## src/rtl/asi_pkg.sv

```systemverilog
// Shared constants and types for the AXI4 slave write path.
package asi_pkg;

  localparam logic [1:0] BT_FIXED = 2'b00;
  localparam logic [1:0] BT_INCR  = 2'b01;
  localparam logic [1:0] BT_WRAP  = 2'b10;

  localparam logic [1:0] RESP_OKAY   = 2'b00;
  localparam logic [1:0] RESP_SLVERR = 2'b10;

  typedef enum logic [1:0] {WS_IDLE, WS_BURST, WS_BRESP} ws_state_t;

  function automatic logic wrap_len_ok(input logic [7:0] len);
    return (len == 8'd1) || (len == 8'd3) || (len == 8'd7) || (len == 8'd15);
  endfunction

endpackage

```

## src/rtl/asi_sfifo.sv

```systemverilog
// Synchronous show-ahead FIFO; head entry is visible on dout while not empty.
module asi_sfifo #(
  parameter int DW    = 8,
  parameter int DEPTH = 4
) (
  input  logic          clk,
  input  logic          rst_n,
  input  logic          push,
  input  logic [DW-1:0] din,
  input  logic          pop,
  output logic [DW-1:0] dout,
  output logic          full,
  output logic          empty
);
  localparam int PW = $clog2(DEPTH);

  logic [DW-1:0] mem [DEPTH];
  logic [PW:0]   wr_ptr;
  logic [PW:0]   rd_ptr;
  logic          do_push;
  logic          do_pop;

  assign do_push = push & ~full;
  assign do_pop  = pop & ~empty;

  always_ff @(posedge clk or negedge rst_n) begin
    if (!rst_n) begin
      wr_ptr <= '0;
      rd_ptr <= '0;
    end else begin
      if (do_push) wr_ptr <= wr_ptr + (PW+1)'(1);
      if (do_pop)  rd_ptr <= rd_ptr + (PW+1)'(1);
    end
  end

  // Storage carries no reset; pointers alone define what is valid.
  always_ff @(posedge clk) begin
    if (do_push) mem[wr_ptr[PW-1:0]] <= din;
  end

  assign dout  = mem[rd_ptr[PW-1:0]];
  assign empty = (wr_ptr == rd_ptr);
  assign full  = (wr_ptr[PW] != rd_ptr[PW]) && (wr_ptr[PW-1:0] == rd_ptr[PW-1:0]);

endmodule

```

## src/rtl/asi_wr_sync.sv

```systemverilog
// Single-clock AXI4 slave write path: buffers AW/W/B, generates beat addresses,
// hands beats to user logic and folds protocol/user errors into BRESP.
//
//  state    | meaning
//  WS_IDLE  | no burst open; pops next AW entry when one is queued
//  WS_BURST | beats of the current burst flow to m_* as W data arrives
//  WS_BRESP | burst finished but B FIFO full; waiting to push the response
module asi_wr_sync
  import asi_pkg::*;
#(
  parameter int DW = 64,
  parameter int AW = 32,
  parameter int IW = 4,
  parameter int OD = 4,
  parameter int WD = 8,
  parameter int BD = 4
) (
  input  logic            clk,
  input  logic            rst_n,
  input  logic [IW-1:0]   AWID,
  input  logic [AW-1:0]   AWADDR,
  input  logic [7:0]      AWLEN,
  input  logic [2:0]      AWSIZE,
  input  logic [1:0]      AWBURST,
  input  logic            AWVALID,
  output logic            AWREADY,
  input  logic [DW-1:0]   WDATA,
  input  logic [DW/8-1:0] WSTRB,
  input  logic            WLAST,
  input  logic            WVALID,
  output logic            WREADY,
  output logic [IW-1:0]   BID,
  output logic [1:0]      BRESP,
  output logic            BVALID,
  input  logic            BREADY,
  output logic [IW-1:0]   m_wid,
  output logic [AW-1:0]   m_waddr,
  output logic [7:0]      m_wlen,
  output logic [2:0]      m_wsize,
  output logic [1:0]      m_wburst,
  output logic [DW-1:0]   m_wdata,
  output logic [DW/8-1:0] m_wstrb,
  output logic            m_wlast,
  output logic            m_wvalid,
  input  logic            m_wready,
  input  logic            m_werr
);
  localparam int         SW     = DW/8;
  localparam logic [2:0] SZ_MAX = 3'($clog2(SW));
  localparam int         AFW    = IW + AW + 13;
  localparam int         WFW    = DW + SW + 1;
  localparam int         BFW    = IW + 2;

  ws_state_t state, state_nx;

  logic           aff_full, aff_empty, aff_pop;
  logic [AFW-1:0] aff_dout;
  logic [IW-1:0]  a_id;
  logic [AW-1:0]  a_addr;
  logic [7:0]     a_len;
  logic [2:0]     a_size;
  logic [1:0]     a_burst;

  logic           wff_full, wff_empty;
  logic [WFW-1:0] wff_dout;
  logic [DW-1:0]  w_data;
  logic [SW-1:0]  w_strb;
  logic           w_last;

  logic           bff_full, bff_empty, b_push;
  logic [1:0]     b_resp;

  logic [IW-1:0]  cur_id;
  logic [AW-1:0]  cur_addr;
  logic [7:0]     cur_len;
  logic [2:0]     cur_size;
  logic [1:0]     cur_burst;
  logic [7:0]     beat_cnt;
  logic           err_q;

  logic           size_err, entry_err, beat_err, beat_fire, last_fire;
  logic [AW-1:0]  incr, aligned, wmask, addr_nx;
  logic [1:0]     eff_burst;

  asi_sfifo #(.DW(AFW), .DEPTH(OD)) u_aff (
    .clk(clk), .rst_n(rst_n),
    .push(AWVALID), .din({AWID, AWADDR, AWLEN, AWSIZE, AWBURST}),
    .pop(aff_pop), .dout(aff_dout), .full(aff_full), .empty(aff_empty)
  );

  asi_sfifo #(.DW(WFW), .DEPTH(WD)) u_wff (
    .clk(clk), .rst_n(rst_n),
    .push(WVALID), .din({WDATA, WSTRB, WLAST}),
    .pop(beat_fire), .dout(wff_dout), .full(wff_full), .empty(wff_empty)
  );

  asi_sfifo #(.DW(BFW), .DEPTH(BD)) u_bff (
    .clk(clk), .rst_n(rst_n),
    .push(b_push), .din({cur_id, b_resp}),
    .pop(BREADY), .dout({BID, BRESP}), .full(bff_full), .empty(bff_empty)
  );

  assign AWREADY = ~aff_full;
  assign WREADY  = ~wff_full;
  assign BVALID  = ~bff_empty;

  assign {a_id, a_addr, a_len, a_size, a_burst} = aff_dout;
  assign {w_data, w_strb, w_last}               = wff_dout;

  // Oversize beats, reserved burst codes and illegal WRAP lengths all end in SLVERR.
  assign entry_err = (a_size > SZ_MAX) || (a_burst == 2'b11) ||
                     ((a_burst == BT_WRAP) && !wrap_len_ok(a_len));
  assign size_err  = (cur_size > SZ_MAX);
  assign m_wlast   = (beat_cnt == cur_len);
  assign beat_fire = (state == WS_BURST) & ~wff_empty & m_wready;
  assign last_fire = beat_fire & m_wlast;
  assign beat_err  = (w_last != m_wlast) | m_werr;
  assign b_resp    = (err_q | (beat_fire & beat_err)) ? RESP_SLVERR : RESP_OKAY;

  always_ff @(posedge clk or negedge rst_n) begin
    if (!rst_n) state <= WS_IDLE;
    else        state <= state_nx;
  end

  always_comb begin
    state_nx = state;
    case (state)
      WS_IDLE:  if (!aff_empty) state_nx = WS_BURST;
      WS_BURST: if (last_fire)  state_nx = bff_full ? WS_BRESP : WS_IDLE;
      WS_BRESP: if (!bff_full)  state_nx = WS_IDLE;
      default:                  state_nx = WS_IDLE;
    endcase
  end

  always_comb begin
    aff_pop  = 1'b0;
    m_wvalid = 1'b0;
    b_push   = 1'b0;
    case (state)
      WS_IDLE:  aff_pop = ~aff_empty;
      WS_BURST: begin
        m_wvalid = ~wff_empty;
        b_push   = last_fire & ~bff_full;
      end
      WS_BRESP: b_push = ~bff_full;
      default:  ;
    endcase
  end

  always_comb begin
    incr      = AW'(1) << cur_size;
    aligned   = (cur_addr >> cur_size) << cur_size;
    wmask     = ((AW'(cur_len) + AW'(1)) << cur_size) - AW'(1);
    eff_burst = BT_INCR;
    if (cur_burst == BT_FIXED)                               eff_burst = BT_FIXED;
    else if ((cur_burst == BT_WRAP) && wrap_len_ok(cur_len)) eff_burst = BT_WRAP;
    case (eff_burst)
      BT_FIXED: addr_nx = cur_addr;
      BT_WRAP:  addr_nx = (cur_addr & ~wmask) | ((aligned + incr) & wmask);
      default:  addr_nx = aligned + incr;
    endcase
  end

  always_ff @(posedge clk or negedge rst_n) begin
    if (!rst_n) begin
      cur_id    <= '0;
      cur_addr  <= '0;
      cur_len   <= '0;
      cur_size  <= '0;
      cur_burst <= '0;
      beat_cnt  <= '0;
      err_q     <= 1'b0;
    end else if (aff_pop) begin
      cur_id    <= a_id;
      cur_addr  <= a_addr;
      cur_len   <= a_len;
      cur_size  <= a_size;
      cur_burst <= a_burst;
      beat_cnt  <= '0;
      err_q     <= entry_err;
    end else if (beat_fire) begin
      cur_addr  <= addr_nx;
      beat_cnt  <= beat_cnt + 8'd1;
      err_q     <= err_q | beat_err;
    end
  end

  assign m_wid    = cur_id;
  assign m_waddr  = cur_addr;
  assign m_wlen   = cur_len;
  assign m_wsize  = cur_size;
  assign m_wburst = cur_burst;
  assign m_wdata  = size_err ? '0 : w_data;
  assign m_wstrb  = size_err ? '0 : w_strb;

endmodule
```

## config.mk

```make
export PLATFORM = sky130hd
export DESIGN_NAME = asi_wr_sync
export DESIGN_NICKNAME = d
export VERILOG_FILES = /design/src/rtl/asi_pkg.sv /design/src/rtl/asi_sfifo.sv /design/src/rtl/asi_wr_sync.sv
export SDC_FILE = /design/constraint.sdc
export NUM_CORES = 1
export LEC_CHECK = 0
export CORE_MARGIN = 5
export CORE_UTILIZATION = 63
export CTS_BUF_LIST = sky130_fd_sc_hd__clkbuf_16
export CTS_CLUSTER_DIAMETER = 60
export DETAILED_ROUTE_END_ITERATION = 16
export PLACE_DENSITY = 0.95
export REMOVE_ABC_BUFFERS = 1
export SLEW_MARGIN = 20
export SYNTH_ARGS = -nofsm -noshare
export SYNTH_HDL_FRONTEND = slang
export SYNTH_SLANG_ARGS = --single-unit
```

## constraint.sdc

```tcl
create_clock -name clk -period 16.2 [get_ports clk]
set_clock_uncertainty 0.15 [all_clocks]
set_input_delay 4.86 -clock clk [delete_from_list [all_inputs] [get_ports clk]]
set_output_delay 4.86 -clock clk [all_outputs]
set_load 0.005 [all_outputs]
```

# ---- Word level (Yosys, flattened, before mapping)
# Memory sizes are Yosys's and may differ from the RTL's.
# Cells that the tools add are included.
dict set report op_classes {
  add_sub_neg 10
  magnitude_cmp 2
  eq_ne 29
  n_shift 4
  muxes 26
  bitwise 24
  reduce_logical 20
}
# op count
set ops {}
lappend ops {{$and A32 B32 Y32} 2}
lappend ops {{$mux W32} 2}
lappend ops {{$mux W64} 1}
lappend ops {{$pmux W32 S2} 1}
lappend ops {{$add A32 B32 Y32} 1}
lappend ops {{$not A32 Y32} 1}
lappend ops {{$or A32 B32 Y32} 1}
lappend ops {{$shl A1 B3 Y32 const A} 1}
lappend ops {{$shl A32 B3 Y32} 1}
lappend ops {{$shl A9 B3 Y32} 1}
lappend ops {{$shr A32 B3 Y32} 1}
lappend ops {{$sub A32 B1 Y32 const B} 1}
lappend ops {{$mux W8} 3}
lappend ops {{$eq A8 B1 Y1 const B} 2}
lappend ops {{$eq A8 B2 Y1 const B} 2}
lappend ops {{$eq A8 B3 Y1 const B} 2}
lappend ops {{$eq A8 B4 Y1 const B} 2}
lappend ops {{$mux W2} 7}
lappend ops {{$add A3 B1 Y3 const B} 4}
lappend ops {{$and A1 B1 Y1} 11}
lappend ops {{$eq A2 B2 Y1 const B} 5}
lappend ops {{$mux W1} 10}
lappend ops {{$add A8 B1 Y9 const B} 1}
lappend ops {{$eq A3 B3 Y1} 3}
lappend ops {{other kinds (21)} 49}
dict set report totals {
  ff_bits 80
  ram_bits 804
  inputBits 129
  output_inout_bits 132
  memories 3
}
# memory depth width rd rd_clocked_by_memory_dff wr line
set memory_table {}
lappend memory_table {u_wff.mem 8 73 1 0 1 asi_sfifo.sv:17} ;# logic [DW-1:0] mem [DEPTH];
lappend memory_table {u_aff.mem 4 49 1 0 1 asi_sfifo.sv:17}
lappend memory_table {u_bff.mem 4 6 1 0 1 asi_sfifo.sv:17}

# ---- Depth between registers and ports, before layout
dict set report logic_depth {
  depth_word 11
  ltp_mapped 23
  depth_no_buf 19
}

# ---- Cells and area by module
# From an unflattened synthesis, not the netlist that was laid out.
dict set report unflattened {
  hier_cells 2004
  hier_area_um2 36957.9
}
# module n_inst cells_each area_each_um2 seq_area_each_um2
set modules_own_cells {}
lappend modules_own_cells {{asi_sfifo at u_wff} 1 904 22524.1 17737.0}
lappend modules_own_cells {{asi_sfifo at u_aff} 1 305 7596.0 6035.8}
lappend modules_own_cells {asi_wr_sync 1 712 5441.5 1501.4}
lappend modules_own_cells {{asi_sfifo at u_bff} 1 83 1396.3 870.8}

# ---- Worst setup path after synthesis
# No wires, ideal clock.
dict set report synth_path {
  path_kind {input to register}
  from {input port WVALID}
  to {memory u_wff.mem[0][0] in the netlist's numbering, enable pin}
  setup_time_ns 0.594
  arrival_ns 10.232
  setup_slack_ns 5.225
  cell_stages 4
  path_buffers 1
  cell_sequence {and2_1 clkbuf_1 nand2b_1 nor3_1}
}
dict set report synth_between {
  elab_chain_len 3
}
# item line
set synth_lines {}
lappend synth_lines {{start, declared} asi_wr_sync.sv:30} ;# input logic WVALID,
lappend synth_lines {{$and A1 B1 Y1} asi_sfifo.sv:23} ;# assign do_push = push & ~full;
lappend synth_lines {{$mux W1} asi_sfifo.sv:38} ;# if (do_push) mem[wr_ptr[PW-1:0]] <= din;
lappend synth_lines {{$mux W1 (not written as such)} asi_sfifo.sv:38}
lappend synth_lines {{end, declared} asi_sfifo.sv:17}
# Every way passes these cells.

# ---- Final worst setup path
dict set report layout_path {
  from {register u_wff.rd_ptr[1]}
  to {output port m_wdata[6]}
}
dict set report layout_between {
  elab_chain_len 2
}
# item line
set layout_lines {}
lappend layout_lines {{start, declared} asi_sfifo.sv:19} ;# logic [PW:0] rd_ptr;
lappend layout_lines {{start signal, assigned} asi_sfifo.sv:32} ;# if (do_pop) rd_ptr <= rd_ptr + (PW+1)'(1);
lappend layout_lines {{$mem_v2 Z8 W73} --}
lappend layout_lines {{$mux W64} asi_wr_sync.sv:193} ;# assign m_wdata = size_err ? '0 : w_data;
lappend layout_lines {{end, declared} asi_wr_sync.sv:41} ;# output logic [DW-1:0] m_wdata,
# Every way passes these cells.

==> metrics.cfg <==
[yosys]
ys_types=80
yosysSeqAreaShare_pct=71.82
synth_most_common_cell=edfxtp_1
synthCells=2018
synth_edf_count=800
synth_top_area_cell=edfxtp_1
synth.top_cell.area_share_pct=66.30
synth.avg_cell_area_sq_um=17.96
synthFlopType=edfxtp_1
syn_area_sq_um=36240
synthTopCellsByArea=edfxtp_1 (66%), mux4_2 (13%), dfrtp_1 (5.5%)
synth-async-reset-ratio_pct=9.091
synth_seq_cells=880
synth_commonest_cells=edfxtp_1 (800), mux4_2 (202), nor2_1 (154)
yosysWarningCount=0

[power]
p_switching_uw=2894
p_int_uw=5506
leakagePower_uw=0.01428
comb_power_share_pct=37.1
cellPowerDensity_nw_per_um2=197.9
seq_power_share_pct=39.6
swShare_pct=34.45
ir_drop_v=0.0001330
clkPwrFrac_pct=23.3

[sta]
rsz0062_at_grt=no
finalCritPeriodShare_pct=55.19
setup-violations-final=0
max_freq_ghz=0.1118
fin_tns_setup_ns=0
tightest_slew_ns=1.034
maxSlewHeadroom_pct=31.06
whs_ns=0.3423
fin_crit_ns=8.941
finalMaxSlewViolations=0
layout_setup_ws_ns=7.259
hold_viol_final=0

[floorplanning]
rows=88
start_util_pct=63.17
fp.coreArea_sq_um=57370
die_w_um=249.8
io-pin-count=261
dieHeight_um=249.8
fp.dieArea_sq_um=62410

[routing]
drt-total-wl_mm=89.74
antenna_left=0
drtIter0Drc=2475
drc=0
viasPerCell=6.659
vias=20800
drtPass1Iterations=6
avgRoutedWirePerCell_um=28.73

[grt]
grt_pass1_wl_mm=136.0
antenna_found_initial=13
grt_remaining_overflow=0
grt_max_degree=109
grt-busiest-layer=met2
grt_use_met2_pct=50.01
grt_pass1_vias=21610
grt_use_met1_pct=36.78
met3_usage_pct=5.429
grtUsageTotal_pct=28.63

[critical_path]
start_kind=flop
worstPathArrival_ns=3.93
r2r_slack_ns=10.99
rr_worst_depth=16
critPathCaptureType=output pin
crit_start=u_wff.rd_ptr[1]
critical_path_class=reg -> out
path_max_fanout=70
r2r_start=m_wsize[1]
crit_required_ns=11.19

[job]
drv_cap=0

[clocking]
cts_setup_buffers=0
numCtsBuffers=84
cts_tree=yes
clkSlewWorstSetupHoldPaths_ns=0.06
clock_latency_ns=0.63
root_buffer=clkbuf_16
cts_max_level=3
cts_hold_buf=0
cts_resized=0
cts_num_sinks=880
clockBufferDepth=3

[final_layout]
stdcell_area_sq_um=42430
layout-drive-gt1-share_pct=17.26
nNetsFinal=2436
syn2layout_area_growth_pct=17.11

[worst_hold_path]
holdPathEnd=u_bff.rd_ptr[2]
hp-class=reg -> reg
hp-start=u_bff.rd_ptr[2]
whs_path_depth=1

[place]
placed_area_sq_um=39610
place_hpwl_mm=50.47
gp_congestion=0.9071
io_buffers=259
post-place-ws_ns=7.720

[run_status]
status=complete, no violations

-- cells in the final DEF (no fill, tap or decap), types with 12 or more instances in the layout --
cell type        Yosys  final
o21ai_0             54     54
edfxtp_1           800    800
nor3_1              14     12
dfrtp_1             80     74
and3_1              16     12
xnor2_1             35     35
or3_1               17     17
and2_1              15     14
clkdlybuf4s50_1      0    258
clkinv_2             0     20
buf_4                2     28
a31oi_1             22     22
nand2_1            120    119
mux4_2             202    202
mux2i_1             90     90
clkinv_1             0     13
a21oi_1             47     47
nand3_1             28     28
inv_1               21     35
xor2_1              20     20
clkbuf_16            0     84
ha_1                28     28
nand2b_1            12     12
nor2_1             154    148
-- registers in the layout (all words and copies together), names as in the netlist, 3 cells and up, named ones only --
signal	cells
u_bff.wr_ptr	3
u_wff.rd_ptr	4
u_aff.rd_ptr	3
u_aff.wr_ptr	3
beat_cnt	8
m_wid	4
m_wsize	3
m_wlen	8
u_bff.mem	20
u_aff.mem	196
u_wff.wr_ptr	4
u_wff.mem	584
u_bff.rd_ptr	3
-- power by group through the flow --
stage / Sequential [uW] / Clock [uW] / Combinational, uW
after floorplan: 3430 / 0 / 1880
after global placement: 3320 / 0 / 2880
after detailed placement: 3370 / 0 / 3000
after CTS: 3340 / 1980 / 3080
after global routing: 3360 / 2090 / 3330
final: 3320 / 1960 / 3120
-- layer usage --
| metal | share of wire, % | vias to the layer above |
|---|---|---|
| met5 | 0.033 | - |
| met4 | 3.3 | 6 |
| met3 | 8.4 | 219 |
| met2 | 53 | 1351 |
| met1 | 35 | 10660 |
| li1 | - | 8559 |
-- worst max-delay path: stages, from the launching register on --
cell and delay [ns]:
dfrtp_4 0.75, buf_16 0.33, buf_4 0.84, mux4_2 0.41, mux2i_1 0.10, nor2_1 0.23
clkdlybuf4s50_1 0.56
-- worst max path at each step --
stage                       to  slack [ns]  depth (start not counted)
4_1_cts             m_wdata[6]        7.00                          5
5_1_grt             m_wdata[6]        6.96                          5
3_3_place_gp       m_wdata[35]        7.78                          5
3_5_place_dp        m_wdata[6]        7.72                          5
2_1_floorplan  u_wff.mem[0][0]        4.32                          6
6_report            m_wdata[6]        7.26                          6
-- cells by family after synthesis --
kind of cell / synth area share (%)
flops: 71.82
simple gates: 5.362
mux: 15.26
compound gates: 3.619
buf+inv: 1.533
xor+xnor: 1.374
fa+ha+maj: 1.022
other cells: 0.01035
-- stage by stage --
| stage | total power, uW | cells | util (%) |
|---|---|---|---|
| floorplan | 5313 | 1904 | - |
| global placement | 6203 | 2956 | 69.05 |
| detailed placement | 6371 | 2956 | 69.05 |
| CTS | 8397 | 3111 | 73.88 |
| global route | 8779 | 3119 | 73.96 |
| finish | 8400 | 3123 | 73.97 |
-- area by class of cell --
cell class	count	area, sq um
Antenna cell	11	27.53
Clock buffer	84	2102
Clock inverter	71	664.4
Fill cell	3070	14930
Inverter	21	78.83
Multi-Input combinational cell	1003	9719
Sequential cell	880	26050
Tap cell	765	957.2
Timing Repair Buffer	288	2840
No activity file was read; power rests on OpenSTA's default activity.
